--- src/rtl/fifo_burst_reader_if.sv ---
// FIFO read port plus valid/ready output stream of the burst reader.
// The master modport is the reader side; the slave modport is the FIFO and stream sink side.
interface fifo_burst_reader_if #(
    parameter int DATA_W = 8
);
    logic              fifo_empty;
    logic              fifo_r_en;
    logic [DATA_W-1:0] fifo_rdata;
    logic [DATA_W-1:0] m_data;
    logic              m_valid;
    logic              m_ready;
    logic              m_last;

    modport master (
        input  fifo_empty, fifo_rdata, m_ready,
        output fifo_r_en, m_data, m_valid, m_last
    );

    modport slave (
        output fifo_empty, fifo_rdata, m_ready,
        input  fifo_r_en, m_data, m_valid, m_last
    );
endinterface

--- src/rtl/fifo_burst_reader.sv ---
// Pops burst_len words from the synchronous FIFO and forwards them on a valid/ready stream.
// A 2-entry output buffer hides the FIFO's one-cycle read latency.
module fifo_burst_reader #(
    parameter int DATA_W = 8,
    parameter int LEN_W  = 8
) (
    input  logic                       clk,
    input  logic                       rst,
    input  logic                       start,
    input  logic [LEN_W-1:0]           burst_len,
    output logic                       busy,
    output logic                       done,
    output logic [LEN_W-1:0]           words_read,
    fifo_burst_reader_if.master        bus
);
    localparam logic [1:0] S_IDLE = 2'd0;
    localparam logic [1:0] S_RUN  = 2'd1;
    localparam logic [1:0] S_DONE = 2'd2;

    logic [1:0]        state;
    logic [LEN_W-1:0]  len;
    logic [LEN_W-1:0]  remaining;
    logic [LEN_W-1:0]  sent;
    logic              inflight;
    logic [1:0]        buf_count;
    logic [DATA_W-1:0] buf_head;
    logic [DATA_W-1:0] buf_tail;
    logic              pop;
    logic [1:0]        occ_after;

    assign pop       = bus.m_valid && bus.m_ready;
    // Buffer slots plus the word in flight, after this cycle's pop, must leave room.
    assign occ_after = buf_count + {1'b0, inflight} - {1'b0, pop};

    assign bus.fifo_r_en = (state == S_RUN) && (remaining != '0) && !bus.fifo_empty
                           && (occ_after < 2'd2);
    assign bus.m_valid   = (buf_count != 2'd0);
    assign bus.m_data    = buf_head;
    assign bus.m_last    = bus.m_valid && (sent == (len - LEN_W'(1)));

    assign busy = (state == S_RUN);
    assign done = (state == S_DONE);

    always_ff @(posedge clk) begin
        if (rst) begin
            state      <= S_IDLE;
            len        <= '0;
            remaining  <= '0;
            sent       <= '0;
            words_read <= '0;
            inflight   <= 1'b0;
            buf_count  <= '0;
            buf_head   <= '0;
            buf_tail   <= '0;
        end else begin
            case (state)
                S_IDLE: begin
                    if (start) begin
                        if (burst_len != '0) begin
                            len        <= burst_len;
                            remaining  <= burst_len;
                            sent       <= '0;
                            words_read <= '0;
                            state      <= S_RUN;
                        end else begin
                            state <= S_DONE;
                        end
                    end
                end
                S_RUN: begin
                    if (pop && bus.m_last)
                        state <= S_DONE;
                end
                S_DONE:  state <= S_IDLE;
                default: state <= S_IDLE;
            endcase

            if (bus.fifo_r_en) begin
                remaining  <= remaining - LEN_W'(1);
                words_read <= words_read + LEN_W'(1);
            end
            inflight <= bus.fifo_r_en;

            if (pop)
                sent <= sent + LEN_W'(1);

            // Capture lands at the tail, pop shifts the tail into the head.
            case ({inflight, pop})
                2'b10: begin
                    if (buf_count == 2'd0)
                        buf_head <= bus.fifo_rdata;
                    else
                        buf_tail <= bus.fifo_rdata;
                    buf_count <= buf_count + 2'd1;
                end
                2'b01: begin
                    buf_head  <= buf_tail;
                    buf_count <= buf_count - 2'd1;
                end
                2'b11: begin
                    if (buf_count == 2'd1) begin
                        buf_head <= bus.fifo_rdata;
                    end else begin
                        buf_head <= buf_tail;
                        buf_tail <= bus.fifo_rdata;
                    end
                end
                default: ;
            endcase
        end
    end
endmodule

--- src/flat_wrapper.sv ---
// flat-port wrapper written by rule: the top's interface ports become plain ports
module fifo_burst_reader_flat 
#(
    parameter int DATA_W = 8,
    parameter int LEN_W  = 8
)
  (clk, rst, start, burst_len, busy, done, words_read, bus_fifo_empty, bus_fifo_rdata, bus_m_ready, bus_fifo_r_en, bus_m_data, bus_m_valid, bus_m_last);
  fifo_burst_reader_if #(.DATA_W(DATA_W)) bus_i ();
  input  logic clk;
  input  logic rst;
  input  logic start;
  input  logic [LEN_W-1:0] burst_len;
  output logic busy;
  output logic done;
  output logic [LEN_W-1:0] words_read;
  input wire logic [$bits(bus_i.fifo_empty)-1:0] bus_fifo_empty;
  input wire logic [$bits(bus_i.fifo_rdata)-1:0] bus_fifo_rdata;
  input wire logic [$bits(bus_i.m_ready)-1:0] bus_m_ready;
  output wire logic [$bits(bus_i.fifo_r_en)-1:0] bus_fifo_r_en;
  output wire logic [$bits(bus_i.m_data)-1:0] bus_m_data;
  output wire logic [$bits(bus_i.m_valid)-1:0] bus_m_valid;
  output wire logic [$bits(bus_i.m_last)-1:0] bus_m_last;
  assign bus_i.fifo_empty = bus_fifo_empty;
  assign bus_i.fifo_rdata = bus_fifo_rdata;
  assign bus_i.m_ready = bus_m_ready;
  assign bus_fifo_r_en = bus_i.fifo_r_en;
  assign bus_m_data = bus_i.m_data;
  assign bus_m_valid = bus_i.m_valid;
  assign bus_m_last = bus_i.m_last;
  fifo_burst_reader #(.DATA_W(DATA_W), .LEN_W(LEN_W)) u_core (.clk(clk), .rst(rst), .start(start), .burst_len(burst_len), .busy(busy), .done(done), .words_read(words_read), .bus(bus_i));
endmodule
--- config.mk ---
export PLATFORM = sky130hd
export DESIGN_NAME = fifo_burst_reader_flat
export DESIGN_NICKNAME = d
export VERILOG_FILES = /design/src/rtl/fifo_burst_reader_if.sv /design/src/rtl/fifo_burst_reader.sv /design/src/flat_wrapper.sv
export SDC_FILE = /design/constraint.sdc
export NUM_CORES = 1
export LEC_CHECK = 0
export CORE_MARGIN = 1.5
export CORE_UTILIZATION = 47
export CTS_BUF_LIST = sky130_fd_sc_hd__clkbuf_8
export DETAILED_ROUTE_END_ITERATION = 16
export HOLD_SLACK_MARGIN = 0.1
export PLACE_DENSITY = 0.82
export SYNTH_ARGS = -nofsm -noshare
export SYNTH_HDL_FRONTEND = slang
export SYNTH_SLANG_ARGS = --single-unit
--- constraint.sdc ---
create_clock -name clk -period 3.1 [get_ports clk]
set_input_delay 0.62 -clock clk [delete_from_list [all_inputs] [get_ports clk]]
set_output_delay 0.62 -clock clk [all_outputs]
set_load 0.05 [all_outputs]
# [After elaboration in Yosys (flattened, before gate mapping)]
# Cells that the tools add are included.
[op_classes] add_sub_neg=8 n_lt_le_gt_ge=1 eq_ne=12 mux=20 reduce_logical=27
[op_table] operator="8-bit two-way mux" count=13
[op_table] operator="8-bit one-hot mux with 3 select lines" count=1
[op_table] operator="2-bit nonzero test" count=9
[op_table] operator="8-bit by 1-bit adder with 8-bit output, second input constant" count=2
[op_table] operator="8-bit one-hot mux with 2 select lines" count=1
[op_table] operator="8-bit nonzero test" count=2
[op_table] operator="8-bit by 1-bit subtractor with 8-bit output, second input constant" count=2
[op_table] operator="3-bit AND reduction" count=4
[op_table] operator="8-bit == test" count=1
[op_table] operator="2-bit one-hot mux with 2 select lines" count=2
[op_table] operator="2-bit by 1-bit == test with 1-bit output, second input constant" count=3
[op_table] operator="2-bit == test, second input constant" count=3
[op_table] operator="1-bit logical AND" count=6
[op_table] operator="2-bit two-way mux" count=3
[op_table] operator="2-bit != test, second input constant" count=3
[op_table] operator="2-bit zero test" count=2
[op_table] operator="2-bit by 1-bit != test with 1-bit output, second input constant" count=2
[op_table] operator="2-bit AND reduction" count=2
[op_table] operator="3-bit nonzero test" count=1
[op_table] operator="2-bit by 1-bit adder with 2-bit output" count=1
[op_table] operator="2-bit by 1-bit adder with 2-bit output, second input constant" count=1
[op_table] operator="2-bit < comparator, second input constant" count=1
[op_table] operator="2-bit by 1-bit subtractor with 2-bit output" count=1
[op_table] operator="2-bit by 1-bit subtractor with 2-bit output, second input constant" count=1
[op_table] operator="1-bit zero test" count=1
[word_totals] ff_bits=53 in_bits=21 output_inout_bits=21 elab_cells=77

# [Longest topological paths before layout]
[depth] word_depth=7 mapped_depth=12 mapped_depth_nobuf=11

# [Worst setup path before layout]
# Ideal clock, no wire load.
[synth_timing] path_kind="in2out" from="input port bus_m_ready" to="output port bus_fifo_r_en" t_arrival_ns=2.034 required_time_ns=2.480 path_slack_ns=0.446 path_stages=8 n_path_buf=1 cell_sequence="nand2b_1 clkinv_1 ha_1 nor2b_1 xnor2_2 nand2_4 inv_2 buf_6"
[synth_via] elab_chain_len=4
[synth_rtl] element="start, declared" line_no="flat_wrapper.sv:18" text="input wire logic [$bits(bus_i.m_ready)-1:0] bus_m_ready;"
[synth_rtl] element="1-bit logical AND" line_no="fifo_burst_reader.sv:31" text="assign pop = bus.m_valid && bus.m_ready;"
[synth_rtl] element="2-bit by 1-bit subtractor with 2-bit output" line_no="fifo_burst_reader.sv:33" text="assign occ_after = buf_count + {1'b0, inflight} - {1'b0, pop};"
[synth_rtl] element="2-bit < comparator" line_no="fifo_burst_reader.sv:36" text="&& (occ_after < 2'd2);"
[synth_rtl] element="1-bit logical AND" line_no="fifo_burst_reader.sv:36"
[synth_rtl] element="end, declared" line_no="flat_wrapper.sv:19" text="output wire logic [$bits(bus_i.fifo_r_en)-1:0] bus_fifo_r_en;"
# No other way between the ends.

# [Final worst setup path]
# Same ends and word-level chain as after synthesis.

==> metrics <==
GPL Wtd Cong=0.887; Core Footprint=5570 um2; Stages on worst setup path=9; Pwr per Cell Area=about 580 nW/um2; clk root buf=clkbuf_8; max_cap viols=0; Die Ht=79.6 um; Yosys reg bits=53; Post-synth EDFFs=0; Port-buffer cells=41; max-slew violation count=0; crit-path max cell delay=400 ps; HP Class=reg2reg; Final Cycle Share=92.2%; DRC violation count after routing=0; routed len/inst=13.9 um; Synth area leader=dfxtp_1; FF-to-FF setup slack=520 ps; worst-skew pair later-pin latency=300 ps; Top Family by Delay on Critical Path=buffers and inverters; Worst-Margin Slew=1010 ps; Worst Setup SP=bus_m_ready; worst reg-to-reg path cell count=11; Relative slew margins=between 30% and 40%; mean post-synth cell area=8.61 um2; minimum clock period=2860 ps; worst r2r dst=u_core.words_read[5]; f_max=between 0.3 and 0.4 GHz; gr usage total=20.8%; library cells used by synthesis=65; number of global-route vias before repair=between 2000 and 2500; initial antenna violation count=0; CP Data Required Time=2480 ps; Synth warnings=0; final core area utilization=60.3%; initial core utilization=roughly half; crit-path cells=clkdlybuf4s50_1 -> nand2b_1 -> clkinv_1 -> ha_1 -> nor2b_2 -> xnor2_2 -> nand2_4 -> inv_2 -> buf_12; post-layout net count=394; Initial DRC Count=106; worst setup path end=bus_fifo_r_en; Syn-to-layout area delta=21.9%; FF-to-FF Start=u_core.buf_count[0]; first-pass GRT wire length=around 11 mm; crit end category=output port; post-DP HPWL=4.36 mm; row cnt=27; sequential area share after synthesis=about two fifths; Cell Area, Synth=2760 um2; Worst VDD drop=326 uV; CP Buf/Inv Count=4; # clock sinks=between 50 and 60; vias=~2500; Crit Path Category=in2out; largest net degree at the start of global routing=32; Die X=79.6 um; Clock Skews=approximately 5.0 ps; Post-synth top flop=dfxtp_1; CP max stage cell=clkdlybuf4s50_1; H-tree levels=2; RSZ-0062 raised after global routing=no; CP max FO=6; status=complete, no violations; post-route ant nets=0; Synth async-reset ratio=0%; CTS tree=yes; Leakage Power=1.28 nW; Setup crit start kind=input pin; I/O pin total=42; Net Count, Synth=351; Critical Path AT=2240 ps; Synth area leaders=dfxtp_1, nor2_1, ha_1, nand2_1, a21oi_1; Overflow after GRT=0; setup TNS=0 ps; CTS buffer count=5; die area=between 6000 and 7000 um2; share of post-route cells with drive strength above 1=11.0%; DRT Wirelength=6.05 mm; post-DR vias/cell=5.64; Cells after Synth=320; Hold Fails Final Rpt=0; final setup fails=0; CTS Hold Buffers Added=0; Reg clk slew, reported paths=100 ps; Yosys top cell area share=38.5%; # diodes=0; drt pass-1 iters=4; Max Buffers Root-to-Sink=2
==> worst min path at each step <==
stage                                    from                   to  slack, ps  cells past startpoint
after floorplan           u_core.remaining[1]  u_core.remaining[1]        440                      2
after global placement    u_core.remaining[1]  u_core.remaining[1]        450                      2
after detailed placement  u_core.remaining[1]  u_core.remaining[1]        460                      2
after CTS                 u_core.remaining[1]  u_core.remaining[1]        470                      2
after global routing      u_core.remaining[1]  u_core.remaining[1]        500                      2
final                     u_core.remaining[1]  u_core.remaining[1]        470                      2
==> state kept, by name, indices dropped and copies added (netlist names) <==
name,cells
u_core.buf_tail,8
u_core.bus.m_data,8
u_core.len,8
u_core.remaining,8
u_core.sent,8
u_core.words_read,8
u_core.buf_count,2
u_core.state,2
u_core.inflight,1
==> cells by family (layout without fill, tap and decap cells) <==
logic type / Yosys count / count (layout) / synth area share [%]
compound gates: 84 / 84 / 22.2
xor+xnor: 13 / 13 / 4.40
fa+ha+maj: 10 / 10 / 4.54
buf+inv: 28 / 72 / 4.67
flops: 53 / 53 / 38.5
mux: 9 / 9 / 3.27
simple gates: 123 / 123 / 22.5
==> synthesized netlist by cell type (4+ instances only) <==
library cell and n:
o21ai_0 5, nand3_1 9, nor2_1 34, ha_1 10, clkbuf_1 9, dfxtp_1 53
nor2b_1 5, mux2i_1 9, nand2_1 33, inv_1 12, or4_1 5, a22oi_1 9
nand2b_1 4, nor3_1 6, xor2_1 5, a31oi_1 7, xnor2_1 7, a211oi_1 9
a21oi_1 20
==> cells in the final DEF, fill, tap and decap left out, drive strengths merged, types with 3 or more instances in the layout <==
cell           count
a22oi              9
a21oi             21
o21ai              8
a311oi             5
dfxtp             53
mux2i              9
clkbuf             5
a31oi              7
nand2b             4
clkinv             3
nand2             35
xor2               5
clkdlybuf4s50     38
nor2b              5
nand3b             3
nor4               3
a211oi             9
buf               12
nor3b              3
xnor2              8
or2                3
nor2              35
nand3              9
nor3               6
o311ai             4
or3                4
inv               14
or4                6
ha                10
==> metrics by stage <==
step           instances  power [mW]  setup slack, ps  hold slack (ps)  instance area [um2]
2_1_floorplan        320        1.32              446              440                 2760
6_report             436        1.93              240              469                 3360
4_1_cts              435        1.94              102              474                 3350
5_1_grt              436        2.05             41.1              503                 3360
3_5_place_dp         427        1.53             84.4              460                 3260
3_3_place_gp         427        1.52              132              451                 3260
==> where the power goes <==
group / switching (mW) / internal [mW]
logic: 0.446 / 0.287
clock network: 0.238 / 0.165
registers: 0.0493 / 0.748
==> routing by layer <==
metal  up-vias  global-route usage (%)  part of all wire (%)
li1       1254                       -                     -
met1      1154                    27.8                    46
met2        46                    34.5                    49
met3         4                    3.66                   3.9
met4         0                    5.61                   1.0
met5         -                       0                     0
==> area by class of cell <==
class                      instances  area, um2
tap                               72       90.1
sequential                        53       1060
multi-input combinational        239       1570
clock inverter                     3       26.3
inverter                          14       52.6
fill                             486       2210
clock buffer                       5       68.8
timing repair buffer              50        493
==> worst reg2reg max path, cell delays in order, from the launching register on <==
cell and delay, ps:
dfxtp_1 380, inv_1 60, ha_1 240, nand2b_1 180, clkinv_1 70, ha_1 240, xor2_1 260, xnor2_2 170
nand2_4 100, buf_4 200, or3_2 450, a31oi_1 160
==> what timing repair did <==
item | CTS | global route
endpoints found under the hold margin | 0 | 0
setup buffers | 0 | 1
setup endpoints to repair | 0 | 1
resized for setup | 0 | 1
(Power assumes the default switching activity.)
